## src/rtl/tlp_rx_sequencer_if.sv

```systemverilog
// Bundles the rx AXI-stream input and the OCP command/data output of tlp_rx_sequencer.
// The master modport is the sequencer's view. The slave modport is the view of the FIFO and OCP peers.
interface tlp_rx_sequencer_if;
    logic        m_axis_tvalid;
    logic        m_axis_tready;
    logic        m_axis_tlast;
    logic [31:0] m_axis_tdata;
    logic [3:0]  m_axis_tkeep;
    logic [63:0] address;
    logic        read_request;
    logic        write_request;
    logic [9:0]  burst_length;
    logic [31:0] write_data;
    logic        data_valid;
    logic        cmd_accept;
    logic        tlp_err;

    modport master (
        input  m_axis_tvalid, m_axis_tlast, m_axis_tdata, m_axis_tkeep, cmd_accept,
        output m_axis_tready, address, read_request, write_request, burst_length,
               write_data, data_valid, tlp_err
    );

    modport slave (
        output m_axis_tvalid, m_axis_tlast, m_axis_tdata, m_axis_tkeep, cmd_accept,
        input  m_axis_tready, address, read_request, write_request, burst_length,
               write_data, data_valid, tlp_err
    );
endinterface

```

## src/rtl/tlp_rx_sequencer.sv

```systemverilog
// Parses memory read/write TLPs from an rx AXI-stream and issues OCP read commands or write bursts.
// Define TLP_ADDR64_EN to accept 4DW (64-bit address) headers; otherwise they are dropped with tlp_err.
module tlp_rx_sequencer #(
    parameter int MAX_DW = 1024
) (
    input  logic clk,
    input  logic s_aresetn,
    tlp_rx_sequencer_if.master bus
);
    localparam int CNT_W = $clog2(MAX_DW);

    typedef enum logic [2:0] {IDLE, HDR2, ADDR_A, ADDR_B, RD_CMD, WR_DATA, DROP} state_e;

    state_e           state_q, state_d;
    logic [2:0]       fmt_q, fmt_d;
    logic [4:0]       type_q, type_d;
    logic [9:0]       len_q, len_d;
    logic [29:0]      addr_lo_q, addr_lo_d;
    logic [CNT_W-1:0] cnt_q, cnt_d, cnt_inc;
    logic             err_q, err_d;
    logic             rdy_en_q;
    logic             tready_c, beat, last;
    state_e           after_addr_st;
    logic             after_addr_err;
    logic             rd_req_c, wr_req_c, dv_c;
    logic [31:0]      wdata_c;
    logic             unused_tkeep;
`ifdef TLP_ADDR64_EN
    logic [31:0]      addr_hi_q, addr_hi_d;
`endif

    assign unused_tkeep = ^bus.m_axis_tkeep;
    assign cnt_inc      = cnt_q + CNT_W'(1);
    assign beat         = bus.m_axis_tvalid & tready_c;
    assign last         = bus.m_axis_tlast;

    always_ff @(posedge clk or negedge s_aresetn) begin
        if (!s_aresetn) begin
            state_q   <= IDLE;
            fmt_q     <= '0;
            type_q    <= '0;
            len_q     <= '0;
            addr_lo_q <= '0;
            cnt_q     <= '0;
            err_q     <= 1'b0;
            rdy_en_q  <= 1'b0;
`ifdef TLP_ADDR64_EN
            addr_hi_q <= '0;
`endif
        end else begin
            state_q   <= state_d;
            fmt_q     <= fmt_d;
            type_q    <= type_d;
            len_q     <= len_d;
            addr_lo_q <= addr_lo_d;
            cnt_q     <= cnt_d;
            err_q     <= err_d;
            rdy_en_q  <= 1'b1;
`ifdef TLP_ADDR64_EN
            addr_hi_q <= addr_hi_d;
`endif
        end
    end

    // tready in IDLE stays low until the first edge after reset release
    always_comb begin
        tready_c = 1'b0;
        case (state_q)
            IDLE:                       tready_c = rdy_en_q;
            HDR2, ADDR_A, ADDR_B, DROP: tready_c = 1'b1;
            WR_DATA:                    tready_c = bus.cmd_accept;
            default:                    tready_c = 1'b0;
        endcase
    end

    // Outcome of the final address word: reads must end there, writes must not
    always_comb begin
        after_addr_st  = IDLE;
        after_addr_err = 1'b0;
        if (!fmt_q[1]) begin
            after_addr_st  = last ? RD_CMD : DROP;
            after_addr_err = !last;
        end else begin
            after_addr_st  = last ? IDLE : WR_DATA;
            after_addr_err = last;
        end
    end

    always_comb begin
        state_d   = state_q;
        fmt_d     = fmt_q;
        type_d    = type_q;
        len_d     = len_q;
        addr_lo_d = addr_lo_q;
        cnt_d     = cnt_q;
        err_d     = 1'b0;
        rd_req_c  = 1'b0;
        wr_req_c  = 1'b0;
        dv_c      = 1'b0;
        wdata_c   = '0;
`ifdef TLP_ADDR64_EN
        addr_hi_d = addr_hi_q;
`endif
        case (state_q)
            IDLE: begin
                if (beat) begin
                    fmt_d  = bus.m_axis_tdata[31:29];
                    type_d = bus.m_axis_tdata[28:24];
                    len_d  = bus.m_axis_tdata[9:0];
                    if (last) err_d   = 1'b1;
                    else      state_d = HDR2;
                end
            end
            HDR2: begin
                if (beat) begin
                    if (last) begin
                        err_d   = 1'b1;
                        state_d = IDLE;
                    end else if (type_q != 5'b00000) begin
                        err_d   = 1'b1;
                        state_d = DROP;
`ifndef TLP_ADDR64_EN
                    end else if (fmt_q[0]) begin
                        err_d   = 1'b1;
                        state_d = DROP;
`endif
                    end else begin
                        state_d = ADDR_A;
                    end
                end
            end
            ADDR_A: begin
                if (beat) begin
                    cnt_d = '0;
`ifdef TLP_ADDR64_EN
                    if (fmt_q[0]) begin
                        addr_hi_d = bus.m_axis_tdata;
                        if (last) begin
                            err_d   = 1'b1;
                            state_d = IDLE;
                        end else begin
                            state_d = ADDR_B;
                        end
                    end else begin
                        addr_hi_d = '0;
                        addr_lo_d = bus.m_axis_tdata[31:2];
                        state_d   = after_addr_st;
                        err_d     = after_addr_err;
                    end
`else
                    addr_lo_d = bus.m_axis_tdata[31:2];
                    state_d   = after_addr_st;
                    err_d     = after_addr_err;
`endif
                end
            end
            ADDR_B: begin
                if (beat) begin
                    cnt_d     = '0;
                    addr_lo_d = bus.m_axis_tdata[31:2];
                    state_d   = after_addr_st;
                    err_d     = after_addr_err;
                end
            end
            RD_CMD: begin
                rd_req_c = 1'b1;
                if (bus.cmd_accept) state_d = IDLE;
            end
            WR_DATA: begin
                wr_req_c = 1'b1;
                dv_c     = bus.m_axis_tvalid;
                wdata_c  = bus.m_axis_tdata;
                if (beat) begin
                    cnt_d = cnt_inc;
                    // A zero length wraps the counter back to 0 after 1024 beats
                    if (cnt_inc == len_q[CNT_W-1:0]) begin
                        err_d   = !last;
                        state_d = last ? IDLE : DROP;
                    end else if (last) begin
                        err_d   = 1'b1;
                        state_d = IDLE;
                    end
                end
            end
            DROP: begin
                if (beat && last) state_d = IDLE;
            end
            default: state_d = IDLE;
        endcase
    end

    assign bus.m_axis_tready = tready_c;
    assign bus.read_request  = rd_req_c;
    assign bus.write_request = wr_req_c;
    assign bus.data_valid    = dv_c;
    assign bus.write_data    = wdata_c;
    assign bus.burst_length  = len_q;
    assign bus.tlp_err       = err_q;
`ifdef TLP_ADDR64_EN
    assign bus.address       = {addr_hi_q, addr_lo_q, 2'b00};
`else
    assign bus.address       = {32'h0, addr_lo_q, 2'b00};
`endif
endmodule
```

## src/flat_wrapper.sv

```systemverilog
// flat-port wrapper written by rule: the top's interface ports become plain ports
module tlp_rx_sequencer_flat 
#(
    parameter int MAX_DW = 1024
)
  (clk, s_aresetn, bus_m_axis_tvalid, bus_m_axis_tlast, bus_m_axis_tdata, bus_m_axis_tkeep, bus_cmd_accept, bus_m_axis_tready, bus_address, bus_read_request, bus_write_request, bus_burst_length, bus_write_data, bus_data_valid, bus_tlp_err);
  tlp_rx_sequencer_if bus_i ();
  input  logic clk;
  input  logic s_aresetn;
  input wire logic [$bits(bus_i.m_axis_tvalid)-1:0] bus_m_axis_tvalid;
  input wire logic [$bits(bus_i.m_axis_tlast)-1:0] bus_m_axis_tlast;
  input wire logic [$bits(bus_i.m_axis_tdata)-1:0] bus_m_axis_tdata;
  input wire logic [$bits(bus_i.m_axis_tkeep)-1:0] bus_m_axis_tkeep;
  input wire logic [$bits(bus_i.cmd_accept)-1:0] bus_cmd_accept;
  output wire logic [$bits(bus_i.m_axis_tready)-1:0] bus_m_axis_tready;
  output wire logic [$bits(bus_i.address)-1:0] bus_address;
  output wire logic [$bits(bus_i.read_request)-1:0] bus_read_request;
  output wire logic [$bits(bus_i.write_request)-1:0] bus_write_request;
  output wire logic [$bits(bus_i.burst_length)-1:0] bus_burst_length;
  output wire logic [$bits(bus_i.write_data)-1:0] bus_write_data;
  output wire logic [$bits(bus_i.data_valid)-1:0] bus_data_valid;
  output wire logic [$bits(bus_i.tlp_err)-1:0] bus_tlp_err;
  assign bus_i.m_axis_tvalid = bus_m_axis_tvalid;
  assign bus_i.m_axis_tlast = bus_m_axis_tlast;
  assign bus_i.m_axis_tdata = bus_m_axis_tdata;
  assign bus_i.m_axis_tkeep = bus_m_axis_tkeep;
  assign bus_i.cmd_accept = bus_cmd_accept;
  assign bus_m_axis_tready = bus_i.m_axis_tready;
  assign bus_address = bus_i.address;
  assign bus_read_request = bus_i.read_request;
  assign bus_write_request = bus_i.write_request;
  assign bus_burst_length = bus_i.burst_length;
  assign bus_write_data = bus_i.write_data;
  assign bus_data_valid = bus_i.data_valid;
  assign bus_tlp_err = bus_i.tlp_err;
  tlp_rx_sequencer #(.MAX_DW(MAX_DW)) u_core (.clk(clk), .s_aresetn(s_aresetn), .bus(bus_i));
endmodule
```

## config.mk

```make
export PLATFORM = sky130hd
export DESIGN_NAME = tlp_rx_sequencer_flat
export DESIGN_NICKNAME = d
export VERILOG_FILES = /design/src/rtl/tlp_rx_sequencer_if.sv /design/src/rtl/tlp_rx_sequencer.sv /design/src/flat_wrapper.sv
export SDC_FILE = /design/constraint.sdc
export NUM_CORES = 1
export LEC_CHECK = 0
export CAP_MARGIN = 15
export CORE_MARGIN = 2
export CORE_UTILIZATION = 30
export DETAILED_ROUTE_END_ITERATION = 8
export SLEW_MARGIN = 15
export SYNTH_ARGS = -nofsm -noshare
export SYNTH_HDL_FRONTEND = slang
export SYNTH_SLANG_ARGS = --single-unit
```

## constraint.sdc

```tcl
create_clock -name clk -period 4.95 [get_ports clk]
set_input_delay 0.99 -clock clk [delete_from_list [all_inputs] [get_ports clk]]
set_output_delay 0.99 -clock clk [all_outputs]
set_load 0.01 [all_outputs]
```

# After elaboration in Yosys (flattened, before gate mapping)
# Index checks and enable logic that the tools add are counted.
# classes
bitwise_logic	1
reduce_logical	11
eq_ne	15
addsub	1
mux	36
# ops
operator	n
$mux 3	15
$mux 32	1
$mux 10	2
$pmux 10 s2	1
$pmux 3 s6	1
$mux 1	13
$add 10x1->10 const B	1
$eq 10x10->1	1
$ne 2x1->1 const B	5
$eq 3x3->1 const B	3
$reduce_and 8->1	1
$eq 3x2->1 const B	2
$reduce_bool 5->1	1
$ne 2x2->1 const B	2
$pmux 1 s4	1
$reduce_and 2->1	2
$reduce_or 4->1	1
$eq 3x1->1 const B	1
$logic_not 3->1	1
$ne 3x2->1 const B	1
$pmux 1 s3	1
$reduce_and 3->1	1
$mux 2	1
$reduce_bool 2->1	1
4 further kinds	4
# totals
register_bits	62

# Longest topological paths before layout
# Gate-level depths: netlist (run 1).
# logic_depth
ltp_word	7
depth_mapped	12
depth_no_buf	11

# Worst setup path after synthesis (run 1)
# OpenSTA, ideal clock, no wires.
# synth_path
path_kind	register to register
start	register u_core.cnt_q[0]
end	register u_core.err_q, in the netlist u_core.bus.tlp_err
path_stages_with_launch	11
slack_ps	2311
arrival_ps	2545
t_required_ps	4856
synth_period_minus_slack_ps	2639
path_buffers	1
setup_time_ps	94
cell_sequence	dfrtp_1 -> ha_1 -> buf_4 -> nand3_1 -> xnor2_1 -> or4_1 -> a2111oi_4 -> ha_1 -> o22ai_1 -> a21oi_1 -> a211oi_1
# synth_via
elab_chain_len	5
# synth_lines
element	line	text
start: declaration	tlp_rx_sequencer.sv:19	logic [CNT_W-1:0] cnt_q, cnt_d, cnt_inc;
start signal: assignment	tlp_rx_sequencer.sv:56	cnt_q <= cnt_d;
$add 10x1->10	tlp_rx_sequencer.sv:33	assign cnt_inc = cnt_q + CNT_W'(1);
$eq 10x10->1	tlp_rx_sequencer.sv:176	if (cnt_inc == len_q[CNT_W-1:0]) begin
$mux 1	tlp_rx_sequencer.sv:176	
$mux 1	tlp_rx_sequencer.sv:173	if (beat) begin
$pmux 1 s4	tlp_rx_sequencer.sv:104	case (state_q)
via u_core.err_d	tlp_rx_sequencer.sv:20	logic err_q, err_d;
end signal: assignment	tlp_rx_sequencer.sv:57	err_q <= err_d;
end: declaration	tlp_rx_sequencer.sv:20	
# The timed path passes the listed nets, and every way through them passes these cells.
# A chain may end at the register's enable or synchronous reset.

# Worst setup path after layout (run 1)
# layout_path
start	register u_core.state_q[2]
end	output port bus_write_data[14]
# layout_via
elab_chain_len	2
# layout_lines
element	line	text
start: declaration	tlp_rx_sequencer.sv:14	state_e state_q, state_d;
start signal: assignment	tlp_rx_sequencer.sv:51	state_q <= state_d;
$eq 3x3->1	tlp_rx_sequencer.sv:104	
$mux 32	tlp_rx_sequencer.sv:104	
end: declaration	flat_wrapper.sv:20	output wire logic [$bits(bus_i.write_data)-1:0] bus_write_data;
# No other way between the ends.

==> results of run 1 <==
[critical path, delay by kind of cell, from the launching register on]
kind          cells  cell delay (ns)
flops             1             0.57
simple gates      3             0.85
buf+inv           2             1.18
[per-layer routing]
layer | vias up | part of all wire
met4 | 0 | 0.0075
met3 | 7 | 0.055
met5 | - | 0
li1 | 1285 | -
met2 | 90 | 0.51
met1 | 1287 | 0.43
[cells by family after synthesis]
family	count (synthesis)	share of synthesized area
other cells	2	0.00212
flops	62	0.438
compound gates	48	0.0960
xor+xnor	15	0.0371
fa+ha+maj	5	0.0177
simple gates	88	0.145
buf+inv	57	0.107
mux	49	0.156
[power breakdown]
| group | leakage, nW | internal (mW) | total (mW) | switching (mW) |
|---|---|---|---|---|
| combinational | 1.18 | 0.781 | 1.33 | 0.545 |
| sequential | 0.770 | 0.723 | 0.894 | 0.170 |
| clock | 0.146 | 0.391 | 0.624 | 0.233 |
[per-stage QoR]
step / worst slack, ns / util
finish: 1.01 / 0.432
global route: 0.724 / 0.432
CTS: 0.905 / 0.431
detailed placement: 1.28 / 0.405
global placement: 1.33 / 0.405
floorplan: 2.31 / -
[worst min path at each step]
stage	endpoint	from	slack (ns)
6_report	u_core.addr_lo_q[16]$_DFFE_PN0P_	u_core.addr_lo_q[16]$_DFFE_PN0P_	0.50
5_1_grt	u_core.addr_lo_q[6]$_DFFE_PN0P_	u_core.addr_lo_q[6]$_DFFE_PN0P_	0.51
3_3_place_gp	u_core.fmt_q[0]$_DFFE_PN0P_	u_core.fmt_q[0]$_DFFE_PN0P_	0.48
2_1_floorplan	u_core.fmt_q[0]$_DFFE_PN0P_	u_core.fmt_q[0]$_DFFE_PN0P_	0.47
3_5_place_dp	u_core.type_q[4]$_DFFE_PN0P_	u_core.type_q[4]$_DFFE_PN0P_	0.49
4_1_cts	u_core.addr_lo_q[16]$_DFFE_PN0P_	u_core.addr_lo_q[16]$_DFFE_PN0P_	0.50
[cells in the final DEF (no fill, tap or decap), drive strengths merged, types with 4 or more instances in the layout]
cell type / synthesis / final
and2: 35 / 35
clkbuf: 10 / 9
clkdlybuf4s50: 0 / 112
o41ai: 4 / 4
o21ai: 16 / 16
xor2: 6 / 6
mux2: 48 / 48
dfrtp: 62 / 62
nand2b: 4 / 4
nand2: 10 / 10
a21oi: 8 / 8
nor2: 13 / 13
conb: 2 / 35
ha: 5 / 5
o31ai: 4 / 4
xnor2: 9 / 9
clkinv: 0 / 4
buf: 40 / 5
nand3: 6 / 6
inv: 7 / 8
[area by class of cell]
cell class / instances / area, sq um / share of cell area
Multi-Input combinational cell: 240 / 1740 / 0.351
Sequential cell: 62 / 1550 / 0.313
Timing Repair Buffer: 117 / 1160 / 0.234
Clock buffer: 9 / 225 / 0.0455
Tap cell: 143 / 179 / 0.0361
Clock inverter: 7 / 73.8 / 0.0149
Inverter: 7 / 26.3 / 0.00531
[registers in the layout, indices dropped and copies added (netlist names)]
register / cells
u_core.addr_lo_q: 30
u_core.cnt_q: 10
u_core.state_q: 3
u_core.bus.tlp_err: 1
u_core.type_q: 5
u_core.fmt_q: 2
u_core.bus.burst_length: 10
u_core.rdy_en_q: 1
==> metrics.txt, run 1 <==
status finished clean; hpwl dp 5930 microns; CP Data Arrival Time 2.95 ns; critical-path cell list or2b_2 > or2_4 > inv_1 > and2_1 > clkdlybuf4s50_1; vias post-DR 2669; row cnt 39; largest net degree at the start of global routing 44; FILL cells 1076; Max Fanout on Critical Path 35; clock skew 0.00827 ns; Max VDD drop 257 uV; mean number of vias per cell 4.56; FF-to-FF End u_core.cnt_q[2]$_DFFE_PN0P_; max-cap check violation count 0; Slew HR 0.415; n_diodes 0; Cells after DPL 568; DIE WIDTH 113 microns; Post-Layout Inst Area 0.00495 sq mm; residual overflow from global routing 0; worst r2r path cells 8; die footprint 0.0127 sq mm; Seq cells post-synth 62; Clock transition at path regs 0.06 ns; Num CTS Buffers 9; commonest cells in the synthesized netlist 62 x dfrtp_1, 47 x mux2_2, 35 x buf_4, 33 x and2_1, 16 x o21ai_0; H-tree depth 3; Finish-stage setup viols 0; setup bufs post-CTS 0; ys flop type dfrtp_1; met2 Resource Use GR 0.222; mapped cell area 0.00354 sq mm; GR Layer Usage met3 0.0389; area delta synth->final 39.7%; Slew @ Worst Pin 0.877 ns; crit path to bus_write_data[14]; post-synthesis sequential area ratio 0.438; Routed Wire Length 8180 microns; Pleak 2.10 nW; initial DRC count 107; crit start category flip-flop; reg2reg start u_core.state_q[2]$_DFFE_PN0P_; fmax 0.254 GHz; CP Class flip-flop to output pin; num ports 152; Synth area leader dfrtp_1; Worst Hold Class flip-flop to flip-flop; GR Util met1 0.169; clk root buf clkbuf_16; Initial Utilization 0.309; placed instance area 0.00464 sq mm; Pwr Total 2.84 mW; Routed WL per cell 14.0 microns; TritonRoute pass-1 iters 4; WP data required 3.96 ns; total track usage 0.133; Worst setup EP type output pin; min Tclk post-route 3.94 ns; slowest stage delay, CP 0.64 ns; number of port buffers 113; PD cells 574 mW/mm^2; CORE AREA 0.0115 sq mm; FF-to-FF setup slack 1.84 ns; unrepaired setup endpoints after global routing false; number of enable flip-flop cells after synthesis 0; CTS Buffer Depth 2; CP max-delay cell inv_1; Netlist cell types 53; Synth area leaders dfrtp_1 44%, mux2_2 15%, buf_4 7.4%; clk sinks 62; vias in the first global route 2688; CTS tree done; Mapped Avg Cell Area 10.9 sq um; clk_lat worst skew 0.33 ns; Setup TNS Final 0 ns; initial antenna violation count 0; post-CTS sizing 0; top-count cell post-synth dfrtp_1; share of cells above drive strength 1 0.190; DRC viols 0; Syn Inst Count 326; Ys Warns 0; Post-CTS Hold Buffers 0; Post-synth ARST share 1.00; top cell type's share of synthesized area 0.438; global-route wire length before repair 13600 microns; Fin. Hold Viols 0; fin crit share 0.795; Final nets 483; chip height 113 microns; fin cells 585; CP startpoint u_core.state_q[2]$_DFFE_PN0P_; post-route ant nets 0; GPL Wtd Cong 0.838; GRT busiest layer met2; hold depth 1; worst hold slack 0.500 ns; Max Slew Vio Count 0
Power figures use the tool's default switching activity.
==> run 2: changes to the inputs <==
Clock period 4.95 ns to 3.55 ns, I/O delays scaled along.
==> run 2 against run 1 <==
Die area stayed put. Register-to-register slack worse by 1.4 ns. Critical path depth is 1 higher. Flip-flop and latch count stayed put. Setup slack worse by 0.79 ns. Power is 40% higher. Sequential share of layout area is 0.16 points lower. Final cell count is 0.68% higher. Worst hold slack worse by 0.085 ns. First-iteration DRC count is 46% lower. Via count is 1.5% higher. Sequential power is 38% higher. Critical path type unchanged. Critical endpoint unchanged. Highest routed layer unchanged.
==> metrics.txt, run 2 (synthesis gave the netlist of run 1 again) <==
Cells after DPL 574 (was 568); WP data required 2.84 ns (was 3.96 ns); Routed Wire Length 8280 microns (was 8180 microns); fin crit share 0.936; PD cells 802 mW/mm^2 (was 574 mW/mm^2); fin cells 589 (was 585); setup bufs post-CTS 0 (unchanged); Max Slew Vio Count 0 (unchanged); leading cell type in the layout, fill and taps excluded clkdlybuf4s50_1 (unchanged); Setup TNS Final 0 ns (unchanged); Routed WL per cell 14.1 microns (was 14.0 microns); Worst Slack Setup Final 0.227 ns (was 1.01 ns); status finished clean (unchanged); Pleak 2.12 nW (was 2.10 nW); largest net degree at the start of global routing 35 (was 44); GRT busiest layer met2 (unchanged); share of cells above drive strength 1 0.195 (was 0.190); post-route ant nets 0 (unchanged); Num CTS Buffers 9 (unchanged); post-CTS sizing 0 (unchanged); clk sinks 62 (unchanged); number of port buffers 113 (unchanged); CORE AREA 0.0115 sq mm (unchanged); global-route wire length before repair 13900 microns (was 13600 microns); combinational share of power 0.475 (was 0.466); mean number of vias per cell 4.60 (was 4.56); Cell Int Power 2.68 mW (was 1.90 mW); clock skew 0.00639 ns (was 0.00827 ns); unrepaired setup endpoints after global routing false (unchanged); n_diodes 0 (unchanged); Slew HR 0.565 (was 0.415); CP Data Arrival Time 2.61 ns (was 2.95 ns); GR Layer Usage met3 0.0491 (was 0.0389); initial DRC count 58 (was 107); clock share of power 0.217 (was 0.219); die footprint 0.0127 sq mm (unchanged); TritonRoute pass-1 iters 5 (was 4); most frequent cells in the layout 112 x clkdlybuf4s50_1, 62 x dfrtp_1, 47 x mux2_2 (unchanged); Clock transition at path regs 0.05 ns (was 0.06 ns); Initial Utilization 0.309 (unchanged); max reg flops 30 (unchanged); row cnt 39 (unchanged); DRC viols 0 (unchanged); Finish-stage setup viols 0 (unchanged); GPL Wtd Cong 0.871 (was 0.838); Max Fanout on Critical Path 17 (was 35); Worst Hold Class primary input to asynchronous set/reset pin (was flip-flop to flip-flop); min Tclk post-route 3.32 ns; num ports 152 (unchanged); max-cap check violation count 0 (unchanged); chip height 113 microns (unchanged); total track usage 0.135 (was 0.133); H-tree depth 3 (unchanged); Psw 1.31 mW (was 948 uW); Fin. Hold Viols 0 (unchanged); vias in the first global route 2790 (was 2688); fmax 0.301 GHz; met2 Resource Use GR 0.233 (was 0.222); worst hold slack 0.415 ns (was 0.500 ns); clk root buf clkbuf_16 (unchanged); clk_lat worst skew 0.32 ns (was 0.33 ns); critical-path cell list or2b_2 > or2_4 > inv_1 > buf_4 > and2_1 > clkdlybuf4s50_1 (was or2b_2 > or2_4 > inv_1 > and2_1 > clkdlybuf4s50_1); Max VDD drop 309 uV (was 257 uV); switch share 0.329 (was 0.333); crit start category flip-flop (unchanged); worst slack at placement 0.516 ns (was 1.28 ns); register share of total power 0.308 (was 0.314); CTS Buffer Depth 2 (unchanged); CP max-delay cell clkdlybuf4s50_1 (was inv_1); Pwr Total 3.99 mW (was 2.84 mW); CP Class flip-flop to output pin (unchanged); GR Util met1 0.159 (was 0.169); CTS tree done (unchanged); vias post-DR 2709 (was 2669); Post-CTS Hold Buffers 0 (unchanged); Slew @ Worst Pin 0.653 ns (was 0.877 ns); residual overflow from global routing 0 (unchanged); Top reg by flops u_core.addr_lo_q (unchanged); slowest stage delay, CP 0.54 ns (was 0.64 ns); area delta synth->final 40.4% (was 39.7%); initial antenna violation count 0 (unchanged); Final nets 488 (was 483); DIE WIDTH 113 microns (unchanged); Worst setup EP type output pin (unchanged); hpwl dp 6190 microns (was 5930 microns)
-- run 2: cell types whose count changed in the layout (fill, tap and decap cells not counted) --
cell      delta
inv_6        -1
buf_4        +6
clkbuf_8     +1
buf_6        -1
clkinv_4     -2
clkbuf_1     +1
-- run 2: routing by layer --
layer | wire, microns | vias to the layer above
li1 | - | 1294
met1 | 3460 | 1317
met2 | 4280 | 92
met3 | 494 | 6
met4 | 42 | 0
met5 | 0 | -
-- run 2: critical path: cells and delay by family (launching register included) --
| kind | cells | cell delay [ns] |
|---|---|---|
| buf+inv | 3 | 1.03 |
| flops | 1 | 0.48 |
| simple gates | 3 | 0.77 |
-- run 2: power groups by stage --
stage	sequential (mW)	clock, mW	combinational, mW
final	1.23	0.865	1.90
after global routing	1.27	0.929	2.05
after CTS	1.23	0.893	1.93
after detailed placement	1.24	0	1.92
after global placement	1.23	0	1.89
after floorplan	1.30	0	0.932
-- run 2: final cells by class --
type,count,area [sq um]
Tap cell,143,179
Clock buffer,11,243
Multi-Input combinational cell,240,1740
Sequential cell,62,1550
Timing Repair Buffer,122,1190
Fill cell,1078,6490
Clock inverter,4,47.5
Inverter,7,26.3
-- run 2: stage by stage --
stage                     utilization  area, sq um
final                           0.434         4980
after global placement          0.409         4690
after detailed placement        0.409         4690
after global routing            0.434         4980
after floorplan                     -         3670
after CTS                       0.434         4980
-- run 2: final timing paths --
path / start / end / slack [ns] / cells past startpoint
worst max-delay path: u_core.state_q[1]$_DFFE_PN0P_ / bus_write_data[14] / 0.23 / 6
worst min-delay path: s_aresetn / u_core.addr_lo_q[20]$_DFFE_PN0P_ / 0.42 / 1
worst max register to register: u_core.cnt_q[0]$_DFFE_PN0P_ / u_core.bus.tlp_err$_DFF_PN0_ / 0.46 / 9
worst min register to register: u_core.fmt_q[0]$_DFFE_PN0P_ / u_core.fmt_q[0]$_DFFE_PN0P_ / 0.49 / 1
max in group asynchronous: s_aresetn / u_core.cnt_q[4]$_DFFE_PN0P_ / 2.24 / 2
min in group clk: u_core.fmt_q[0]$_DFFE_PN0P_ / u_core.fmt_q[0]$_DFFE_PN0P_ / 0.49 / 1
